$ cat config.mk
export PLATFORM = sky130hd
export DESIGN_NAME = axi4_lite_master_flat
export DESIGN_NICKNAME = d
export VERILOG_FILES = /design/src/rtl/axi4_lite_master_pkg.sv /design/src/rtl/axi4_lite_master_if.sv /design/src/rtl/axi4_lite_master.sv /design/src/flat_wrapper.sv
export SDC_FILE = /design/constraint.sdc
export NUM_CORES = 1
export LEC_CHECK = 0
export ABC_AREA = 1
export ABC_CLOCK_PERIOD_IN_PS = 1700
export CORE_MARGIN = 2
export CORE_UTILIZATION = 40
export CTS_CLUSTER_SIZE = 12
export DETAILED_ROUTE_END_ITERATION = 10
export GPL_TIMING_DRIVEN = 0
export HOLD_SLACK_MARGIN = 0.05
export PLACE_DENSITY = 0.77
export SLEW_MARGIN = 20
export SYNTH_ARGS = -nofsm -noshare
export SYNTH_HDL_FRONTEND = slang
export SYNTH_SLANG_ARGS = --single-unit
$ cat constraint.sdc
create_clock -name ACLK -period 1.7 [get_ports ACLK]
set_input_delay 0.425 -clock ACLK [delete_from_list [all_inputs] [get_ports ACLK]]
set_output_delay 0.425 -clock ACLK [all_outputs]
set_load 0.02 [all_outputs]
$ cat src/rtl/axi4_lite_master_pkg.sv
// Shared AXI4-Lite types: response codes and the master FSM state encoding.
package axi4_lite_pkg;

    typedef enum logic [1:0] {
        OKAY   = 2'b00,
        EXOKAY = 2'b01,
        SLVERR = 2'b10,
        DECERR = 2'b11
    } resp_t;

    typedef enum logic [2:0] {
        S_IDLE            = 3'd0,
        S_WRITE_ADDR_DATA = 3'd1,
        S_WRITE_RESP      = 3'd2,
        S_READ_ADDR       = 3'd3,
        S_READ_DATA       = 3'd4,
        S_RESPOND         = 3'd5
    } mst_state_t;

endpackage

$ cat src/rtl/axi4_lite_master_if.sv
// AXI4-Lite bus bundle with master and slave views.
interface axi4_lite_if #(
    parameter int ADDR_WIDTH = 4,
    parameter int DATA_WIDTH = 32
);
    localparam int STRB_WIDTH = DATA_WIDTH / 8;

    logic [ADDR_WIDTH-1:0] AWADDR;
    logic                  AWVALID;
    logic                  AWREADY;
    logic [DATA_WIDTH-1:0] WDATA;
    logic [STRB_WIDTH-1:0] WSTRB;
    logic                  WVALID;
    logic                  WREADY;
    logic [1:0]            BRESP;
    logic                  BVALID;
    logic                  BREADY;
    logic [ADDR_WIDTH-1:0] ARADDR;
    logic                  ARVALID;
    logic                  ARREADY;
    logic [DATA_WIDTH-1:0] RDATA;
    logic [1:0]            RRESP;
    logic                  RVALID;
    logic                  RREADY;

    modport master (
        output AWADDR, AWVALID, WDATA, WSTRB, WVALID, BREADY, ARADDR, ARVALID, RREADY,
        input  AWREADY, WREADY, BRESP, BVALID, ARREADY, RDATA, RRESP, RVALID
    );

    modport slave (
        input  AWADDR, AWVALID, WDATA, WSTRB, WVALID, BREADY, ARADDR, ARVALID, RREADY,
        output AWREADY, WREADY, BRESP, BVALID, ARREADY, RDATA, RRESP, RVALID
    );

endinterface

$ cat src/rtl/axi4_lite_master.sv
// Single-outstanding AXI4-Lite initiator: one command in, one AXI transaction out,
// one response back. All outputs come straight from registers.
//
//   state             | meaning
//   ------------------+-----------------------------------------------
//   S_IDLE            | cmd_ready high, waiting for a command
//   S_WRITE_ADDR_DATA | AW and W offered together, each drops on its own handshake
//   S_WRITE_RESP      | BREADY high, waiting for BVALID
//   S_READ_ADDR       | ARVALID high, waiting for ARREADY
//   S_READ_DATA       | RREADY high, waiting for RVALID
//   S_RESPOND         | rsp_valid high, holding response until rsp_ready
module axi4_lite_master
    import axi4_lite_pkg::*;
#(
    parameter int ADDR_WIDTH = 4,
    parameter int DATA_WIDTH = 32
) (
    input  logic                    ACLK,
    input  logic                    ARESET_N,
    input  logic                    cmd_valid,
    output logic                    cmd_ready,
    input  logic                    cmd_write,
    input  logic [ADDR_WIDTH-1:0]   cmd_addr,
    input  logic [DATA_WIDTH-1:0]   cmd_wdata,
    input  logic [DATA_WIDTH/8-1:0] cmd_wstrb,
    output logic                    rsp_valid,
    input  logic                    rsp_ready,
    output logic                    rsp_write,
    output logic [DATA_WIDTH-1:0]   rsp_rdata,
    output logic [1:0]              rsp_resp,
    axi4_lite_if.master             axi
);

    localparam int STRB_WIDTH = DATA_WIDTH / 8;

    mst_state_t            state_q, state_d;
    logic [ADDR_WIDTH-1:0] addr_q, addr_d;
    logic [DATA_WIDTH-1:0] wdata_q, wdata_d;
    logic [STRB_WIDTH-1:0] wstrb_q, wstrb_d;
    logic                  cmd_ready_q, cmd_ready_d;
    logic                  awvalid_q, awvalid_d;
    logic                  wvalid_q, wvalid_d;
    logic                  aw_done_q, aw_done_d;
    logic                  w_done_q, w_done_d;
    logic                  bready_q, bready_d;
    logic                  arvalid_q, arvalid_d;
    logic                  rready_q, rready_d;
    logic                  rsp_valid_q, rsp_valid_d;
    logic                  rsp_write_q, rsp_write_d;
    logic [DATA_WIDTH-1:0] rsp_rdata_q, rsp_rdata_d;
    resp_t                 rsp_resp_q, rsp_resp_d;

    logic aw_hs, w_hs;

    assign aw_hs = awvalid_q && axi.AWREADY;
    assign w_hs  = wvalid_q && axi.WREADY;

    always_comb begin
        state_d     = state_q;
        addr_d      = addr_q;
        wdata_d     = wdata_q;
        wstrb_d     = wstrb_q;
        awvalid_d   = awvalid_q;
        wvalid_d    = wvalid_q;
        aw_done_d   = aw_done_q;
        w_done_d    = w_done_q;
        bready_d    = bready_q;
        arvalid_d   = arvalid_q;
        rready_d    = rready_q;
        rsp_valid_d = rsp_valid_q;
        rsp_write_d = rsp_write_q;
        rsp_rdata_d = rsp_rdata_q;
        rsp_resp_d  = rsp_resp_q;

        unique case (state_q)
            S_IDLE: begin
                if (cmd_valid && cmd_ready_q) begin
                    addr_d = cmd_addr;
                    if (cmd_write) begin
                        wdata_d   = cmd_wdata;
                        wstrb_d   = cmd_wstrb;
                        awvalid_d = 1'b1;
                        wvalid_d  = 1'b1;
                        aw_done_d = 1'b0;
                        w_done_d  = 1'b0;
                        state_d   = S_WRITE_ADDR_DATA;
                    end else begin
                        arvalid_d = 1'b1;
                        state_d   = S_READ_ADDR;
                    end
                end
            end
            S_WRITE_ADDR_DATA: begin
                if (aw_hs) begin
                    awvalid_d = 1'b0;
                    aw_done_d = 1'b1;
                end
                if (w_hs) begin
                    wvalid_d = 1'b0;
                    w_done_d = 1'b1;
                end
                // Both channels may finish in the same cycle or in either order.
                if ((aw_done_q || aw_hs) && (w_done_q || w_hs)) begin
                    bready_d = 1'b1;
                    state_d  = S_WRITE_RESP;
                end
            end
            S_WRITE_RESP: begin
                if (axi.BVALID) begin
                    bready_d    = 1'b0;
                    rsp_valid_d = 1'b1;
                    rsp_write_d = 1'b1;
                    rsp_rdata_d = '0;
                    rsp_resp_d  = resp_t'(axi.BRESP);
                    state_d     = S_RESPOND;
                end
            end
            S_READ_ADDR: begin
                if (axi.ARREADY) begin
                    arvalid_d = 1'b0;
                    rready_d  = 1'b1;
                    state_d   = S_READ_DATA;
                end
            end
            S_READ_DATA: begin
                if (axi.RVALID) begin
                    rready_d    = 1'b0;
                    rsp_valid_d = 1'b1;
                    rsp_write_d = 1'b0;
                    rsp_rdata_d = axi.RDATA;
                    rsp_resp_d  = resp_t'(axi.RRESP);
                    state_d     = S_RESPOND;
                end
            end
            S_RESPOND: begin
                if (rsp_ready) begin
                    rsp_valid_d = 1'b0;
                    state_d     = S_IDLE;
                end
            end
            default: state_d = S_IDLE;
        endcase

        cmd_ready_d = (state_d == S_IDLE);
    end

    always_ff @(posedge ACLK) begin
        if (!ARESET_N) begin
            state_q     <= S_IDLE;
            addr_q      <= '0;
            wdata_q     <= '0;
            wstrb_q     <= '0;
            cmd_ready_q <= 1'b0;
            awvalid_q   <= 1'b0;
            wvalid_q    <= 1'b0;
            aw_done_q   <= 1'b0;
            w_done_q    <= 1'b0;
            bready_q    <= 1'b0;
            arvalid_q   <= 1'b0;
            rready_q    <= 1'b0;
            rsp_valid_q <= 1'b0;
            rsp_write_q <= 1'b0;
            rsp_rdata_q <= '0;
            rsp_resp_q  <= OKAY;
        end else begin
            state_q     <= state_d;
            addr_q      <= addr_d;
            wdata_q     <= wdata_d;
            wstrb_q     <= wstrb_d;
            cmd_ready_q <= cmd_ready_d;
            awvalid_q   <= awvalid_d;
            wvalid_q    <= wvalid_d;
            aw_done_q   <= aw_done_d;
            w_done_q    <= w_done_d;
            bready_q    <= bready_d;
            arvalid_q   <= arvalid_d;
            rready_q    <= rready_d;
            rsp_valid_q <= rsp_valid_d;
            rsp_write_q <= rsp_write_d;
            rsp_rdata_q <= rsp_rdata_d;
            rsp_resp_q  <= rsp_resp_d;
        end
    end

    assign cmd_ready   = cmd_ready_q;
    assign rsp_valid   = rsp_valid_q;
    assign rsp_write   = rsp_write_q;
    assign rsp_rdata   = rsp_rdata_q;
    assign rsp_resp    = rsp_resp_q;

    assign axi.AWADDR  = addr_q;
    assign axi.AWVALID = awvalid_q;
    assign axi.WDATA   = wdata_q;
    assign axi.WSTRB   = wstrb_q;
    assign axi.WVALID  = wvalid_q;
    assign axi.BREADY  = bready_q;
    assign axi.ARADDR  = addr_q;
    assign axi.ARVALID = arvalid_q;
    assign axi.RREADY  = rready_q;

endmodule

$ cat src/flat_wrapper.sv
// flat-port wrapper written by rule: the top's interface ports become plain ports
module axi4_lite_master_flat import axi4_lite_pkg::*;
#(
    parameter int ADDR_WIDTH = 4,
    parameter int DATA_WIDTH = 32
)
  (ACLK, ARESET_N, cmd_valid, cmd_ready, cmd_write, cmd_addr, cmd_wdata, cmd_wstrb, rsp_valid, rsp_ready, rsp_write, rsp_rdata, rsp_resp, axi_AWADDR, axi_AWVALID, axi_WDATA, axi_WSTRB, axi_WVALID, axi_BREADY, axi_ARADDR, axi_ARVALID, axi_RREADY, axi_AWREADY, axi_WREADY, axi_BRESP, axi_BVALID, axi_ARREADY, axi_RDATA, axi_RRESP, axi_RVALID);
  axi4_lite_if #(.ADDR_WIDTH(ADDR_WIDTH), .DATA_WIDTH(DATA_WIDTH)) axi_i ();
  input  logic ACLK;
  input  logic ARESET_N;
  input  logic cmd_valid;
  output logic cmd_ready;
  input  logic cmd_write;
  input  logic [ADDR_WIDTH-1:0] cmd_addr;
  input  logic [DATA_WIDTH-1:0] cmd_wdata;
  input  logic [DATA_WIDTH/8-1:0] cmd_wstrb;
  output logic rsp_valid;
  input  logic rsp_ready;
  output logic rsp_write;
  output logic [DATA_WIDTH-1:0] rsp_rdata;
  output logic [1:0] rsp_resp;
  output wire logic [$bits(axi_i.AWADDR)-1:0] axi_AWADDR;
  output wire logic [$bits(axi_i.AWVALID)-1:0] axi_AWVALID;
  output wire logic [$bits(axi_i.WDATA)-1:0] axi_WDATA;
  output wire logic [$bits(axi_i.WSTRB)-1:0] axi_WSTRB;
  output wire logic [$bits(axi_i.WVALID)-1:0] axi_WVALID;
  output wire logic [$bits(axi_i.BREADY)-1:0] axi_BREADY;
  output wire logic [$bits(axi_i.ARADDR)-1:0] axi_ARADDR;
  output wire logic [$bits(axi_i.ARVALID)-1:0] axi_ARVALID;
  output wire logic [$bits(axi_i.RREADY)-1:0] axi_RREADY;
  input wire logic [$bits(axi_i.AWREADY)-1:0] axi_AWREADY;
  input wire logic [$bits(axi_i.WREADY)-1:0] axi_WREADY;
  input wire logic [$bits(axi_i.BRESP)-1:0] axi_BRESP;
  input wire logic [$bits(axi_i.BVALID)-1:0] axi_BVALID;
  input wire logic [$bits(axi_i.ARREADY)-1:0] axi_ARREADY;
  input wire logic [$bits(axi_i.RDATA)-1:0] axi_RDATA;
  input wire logic [$bits(axi_i.RRESP)-1:0] axi_RRESP;
  input wire logic [$bits(axi_i.RVALID)-1:0] axi_RVALID;
  assign axi_AWADDR = axi_i.AWADDR;
  assign axi_AWVALID = axi_i.AWVALID;
  assign axi_WDATA = axi_i.WDATA;
  assign axi_WSTRB = axi_i.WSTRB;
  assign axi_WVALID = axi_i.WVALID;
  assign axi_BREADY = axi_i.BREADY;
  assign axi_ARADDR = axi_i.ARADDR;
  assign axi_ARVALID = axi_i.ARVALID;
  assign axi_RREADY = axi_i.RREADY;
  assign axi_i.AWREADY = axi_AWREADY;
  assign axi_i.WREADY = axi_WREADY;
  assign axi_i.BRESP = axi_BRESP;
  assign axi_i.BVALID = axi_BVALID;
  assign axi_i.ARREADY = axi_ARREADY;
  assign axi_i.RDATA = axi_RDATA;
  assign axi_i.RRESP = axi_RRESP;
  assign axi_i.RVALID = axi_RVALID;
  axi4_lite_master #(.ADDR_WIDTH(ADDR_WIDTH), .DATA_WIDTH(DATA_WIDTH)) u_core (.ACLK(ACLK), .ARESET_N(ARESET_N), .cmd_valid(cmd_valid), .cmd_ready(cmd_ready), .cmd_write(cmd_write), .cmd_addr(cmd_addr), .cmd_wdata(cmd_wdata), .cmd_wstrb(cmd_wstrb), .rsp_valid(rsp_valid), .rsp_ready(rsp_ready), .rsp_write(rsp_write), .rsp_rdata(rsp_rdata), .rsp_resp(rsp_resp), .axi(axi_i));
endmodule
==> impl_results.md <==
* Final hold slack at 0.454 ns
* GPL Wtd Cong at 0.846
* Place WS at -0.294 ns
* Port Buf Inserts at 170
* Ys Warns at 0
* Seq/Total Area, Yosys at 50.6%
* DP HPWL at 7570 microns
* Total gr overflow at 0
* PwrDens at 959 nW/um^2
* Number of global-route vias before repair at 3,635
* Cell taking the most area after synthesis: dfxtp_1
* # hold bufs at CTS at 0
* Post-synthesis register bit count at 87
* Largest family of logic cells by synthesized area: simple AND/OR/NAND/NOR gates
* Mapped Area at 3440 sq um
* Post-Synth Simple-Gate Area at 34.8%
* NumNets Final at 760
* Synth Area in Compound Gates at 7.96%
* Run status: complete, no violations
* Top fanout value on the critical path at 10
* Filler Cells Inserted at 773
* Final hold viol count at 0
* Initial antenna violation count at 0
* Count of final setup violators at 0
* Cell variety after synth at 23
* XOR/XNOR Fraction of Synth Area at 0%
* Post-route ant nets at 0
* Final Cycle Share at 94.0%
* Initial core utilization at 41.5%
* Routed vias at 3,658
* Total track usage at 21.2%
* CP startpoint kind: primary input
* Max-Cap Viols at 0
* Inserted Diodes at 0
* Non-filler instance count after layout at 782
* Worst Skew at 0.0119 ns
* Tot Pwr at 5.20 mW
* Core ar. at 8300 sq um
* Final Cell Area at 5430 sq um
* Clock Tree Root: clkbuf_8
* WS Path Type: primary input to register
* Number of cell rows at 33
* Mapped Nets at 579
* CTS sink cnt at 87
* Placed cells at 768
* Die area at 9360 sq um
* Largest net degree at the start of global routing at 14
* CTS tree: built
* Crit. End Element: register
* Maximum root-to-sink buffer count at 2
* Peak VDD IR at 0.517 mV
* Detailed-route vias per instance at 4.68
* Clk_lat worst skew at 0.35 ns
* Gate Count Post-Synth at 493
* Synth top area share at 50.6%
* Adder-Cell Fraction of Synth Area at 0%
* Area Overhead vs Synth at 57.6%
* Layout cells sized above 1 at 6.79%
* RSZ-0062 raised after global routing: yes
* Min Tclk post-route at 1.60 ns
* DRC violations left at 0
* Worst slew pin tran at 0.537 ns
* Lkg Pwr at 2.68 nW
* Wire per inst at 12.7 microns
* CTS HTree Levels at 3
* Worst Hold Class: register to register
* Critical path arrival at 1.87 ns
* Mux cell area share after synthesis at 0%
* Final Worst Setup Slack at 0.102 ns
* Die width at 96.8 microns
* DRT iter0 DRCs at 151
* Worst-path clk slew at 0.09 ns
* I/O pins at 172
* Syn avg cell area at 6.98 sq um
* Max Fclk at 0.626 GHz
* Die Ht at 96.8 microns
* Critical Path RT at 1.98 ns
* Synth top area cells: dfxtp_1 51%, nor2_1 17%, nand2_1 15%
* Placed Area at 5280 sq um
* Pre-Repair DR Iteration Count at 5
* Max Slew Vio Count at 0
* Rel. slew slack at 64.2%
* Final wirelength at 9960 microns
* CTS buffer count at 9
* Global-route wire length before repair at 16,600 microns
metal layers:
metal | GRT usage, % | routed length (microns) | part of all wire (%)
met1 | 24.1 | 4190 | 42
met2 | 36.0 | 4640 | 47
met3 | 8.45 | 979 | 9.8
met4 | 7.26 | 150 | 1.5
met5 | 0 | 0 | 0
worst max-delay path, cell delays in order:
cell and delay, ns:
clkdlybuf4s50_1 0.45, nand2_1 0.05, inv_1 0.08, nand3_2 0.15, nor2_4 0.17, buf_4 0.19
buf_4 0.17, o21ai_0 0.08, nor2_1 0.11
layout make-up:
cell class              instances  area (sq um)  area share [%]
multi-input cells             360          1490            27.5
clock inverters                 4          95.1            1.75
plain buffers                  30           170            3.14
inverters                      16          60.1            1.11
well taps                     105           131            2.42
clock buffers                  10           138            2.54
flip-flops and latches         87          1740            32.1
repair buffers                170          1590            29.4
report_power, final:
| group | total [mW] | switching (mW) | internal [mW] |
|---|---|---|---|
| Sequential | 2.31 | 0.0975 | 2.22 |
| Combinational | 1.19 | 0.668 | 0.523 |
| Clock | 1.70 | 0.701 | 0.999 |
| Total | 5.20 | 1.47 | 3.74 |
kinds of logic after synthesis:
group           count (synthesis)
simple gates                  306
flops                          87
buf+inv                        46
compound gates                 54
through the flow:
step	TNS, ns	utilization (%)
2_1_floorplan	0	-
3_3_place_gp	-16.43	63.6
5_1_grt	-0.00533	65.4
4_1_cts	0	65.1
6_report	0	65.4
3_5_place_dp	-17.24	63.6
path summary, 6_finish.rpt:
path	from	slack [ns]	to	cells after the start
max	cmd_valid	0.10	u_core.axi.WDATA[22]$_SDFFE_PN0P_	9
min reg2reg	u_core.axi.ARVALID$_SDFFE_PN0P_	0.45	u_core.axi.ARVALID$_SDFFE_PN0P_	2
max reg2reg	u_core.state_q[1]$_SDFF_PN0_	0.18	u_core.axi.WDATA[22]$_SDFFE_PN0P_	7
min	u_core.axi.ARVALID$_SDFFE_PN0P_	0.45	u_core.axi.ARVALID$_SDFFE_PN0P_	2
Yosys cell counts (all sizes together):
cell      n
a21oi    14
buf      22
clkbuf    8
dfxtp    87
inv      16
nand2   138
nand3     4
nand3b    1
nand4     5
nor2    156
nor3      2
o21ai    40
sequential cells by signal, indices dropped and copies added (netlist names):
signal and count:
u_core.axi.WVALID 1, u_core.axi.WDATA 32, u_core.axi.BREADY 1, u_core.w_done_q 1
u_core.axi.ARVALID 1, u_core.state_q 3, u_core.rsp_resp 2, u_core.rsp_rdata 32
u_core.axi.RREADY 1, u_core.axi.WSTRB 4, u_core.axi.AWVALID 1, u_core.rsp_write 1
u_core.aw_done_q 1, u_core.axi.ARADDR 4, u_core.cmd_ready 1, u_core.rsp_valid 1
what timing repair did:
| item | in CTS | in global routing |
|---|---|---|
| endpoints found under the setup margin | 86 | 40 |
| gates resized for setup | 86 | 5 |
| buffers inserted | 0 | 0 |
| cloned | 0 | 0 |
cell usage in the layout, fill, tap and decap left out:
master / synthesis / routed
a21oi_1: 13 / 13
a21oi_4: 0 / 1
buf_1: 2 / 2
buf_2: 9 / 9
buf_4: 10 / 10
buf_6: 1 / 1
bufinv_16: 0 / 3
clkbuf_1: 7 / 7
clkbuf_2: 1 / 1
clkbuf_8: 0 / 10
clkdlybuf4s50_1: 0 / 84
clkinv_2: 0 / 1
dfxtp_1: 87 / 86
dfxtp_2: 0 / 1
dlygate4sd2_1: 0 / 86
inv_1: 13 / 13
inv_2: 3 / 3
nand2_1: 137 / 137
nand2_2: 1 / 1
nand3_1: 3 / 3
nand3_2: 1 / 1
nand3b_1: 1 / 1
nand4_1: 4 / 4
nand4_4: 0 / 1
nor2_1: 154 / 153
nor2_2: 1 / 1
nor2_4: 1 / 2
nor3_1: 2 / 2
o21ai_0: 40 / 40
(Power assumes the default switching activity.)
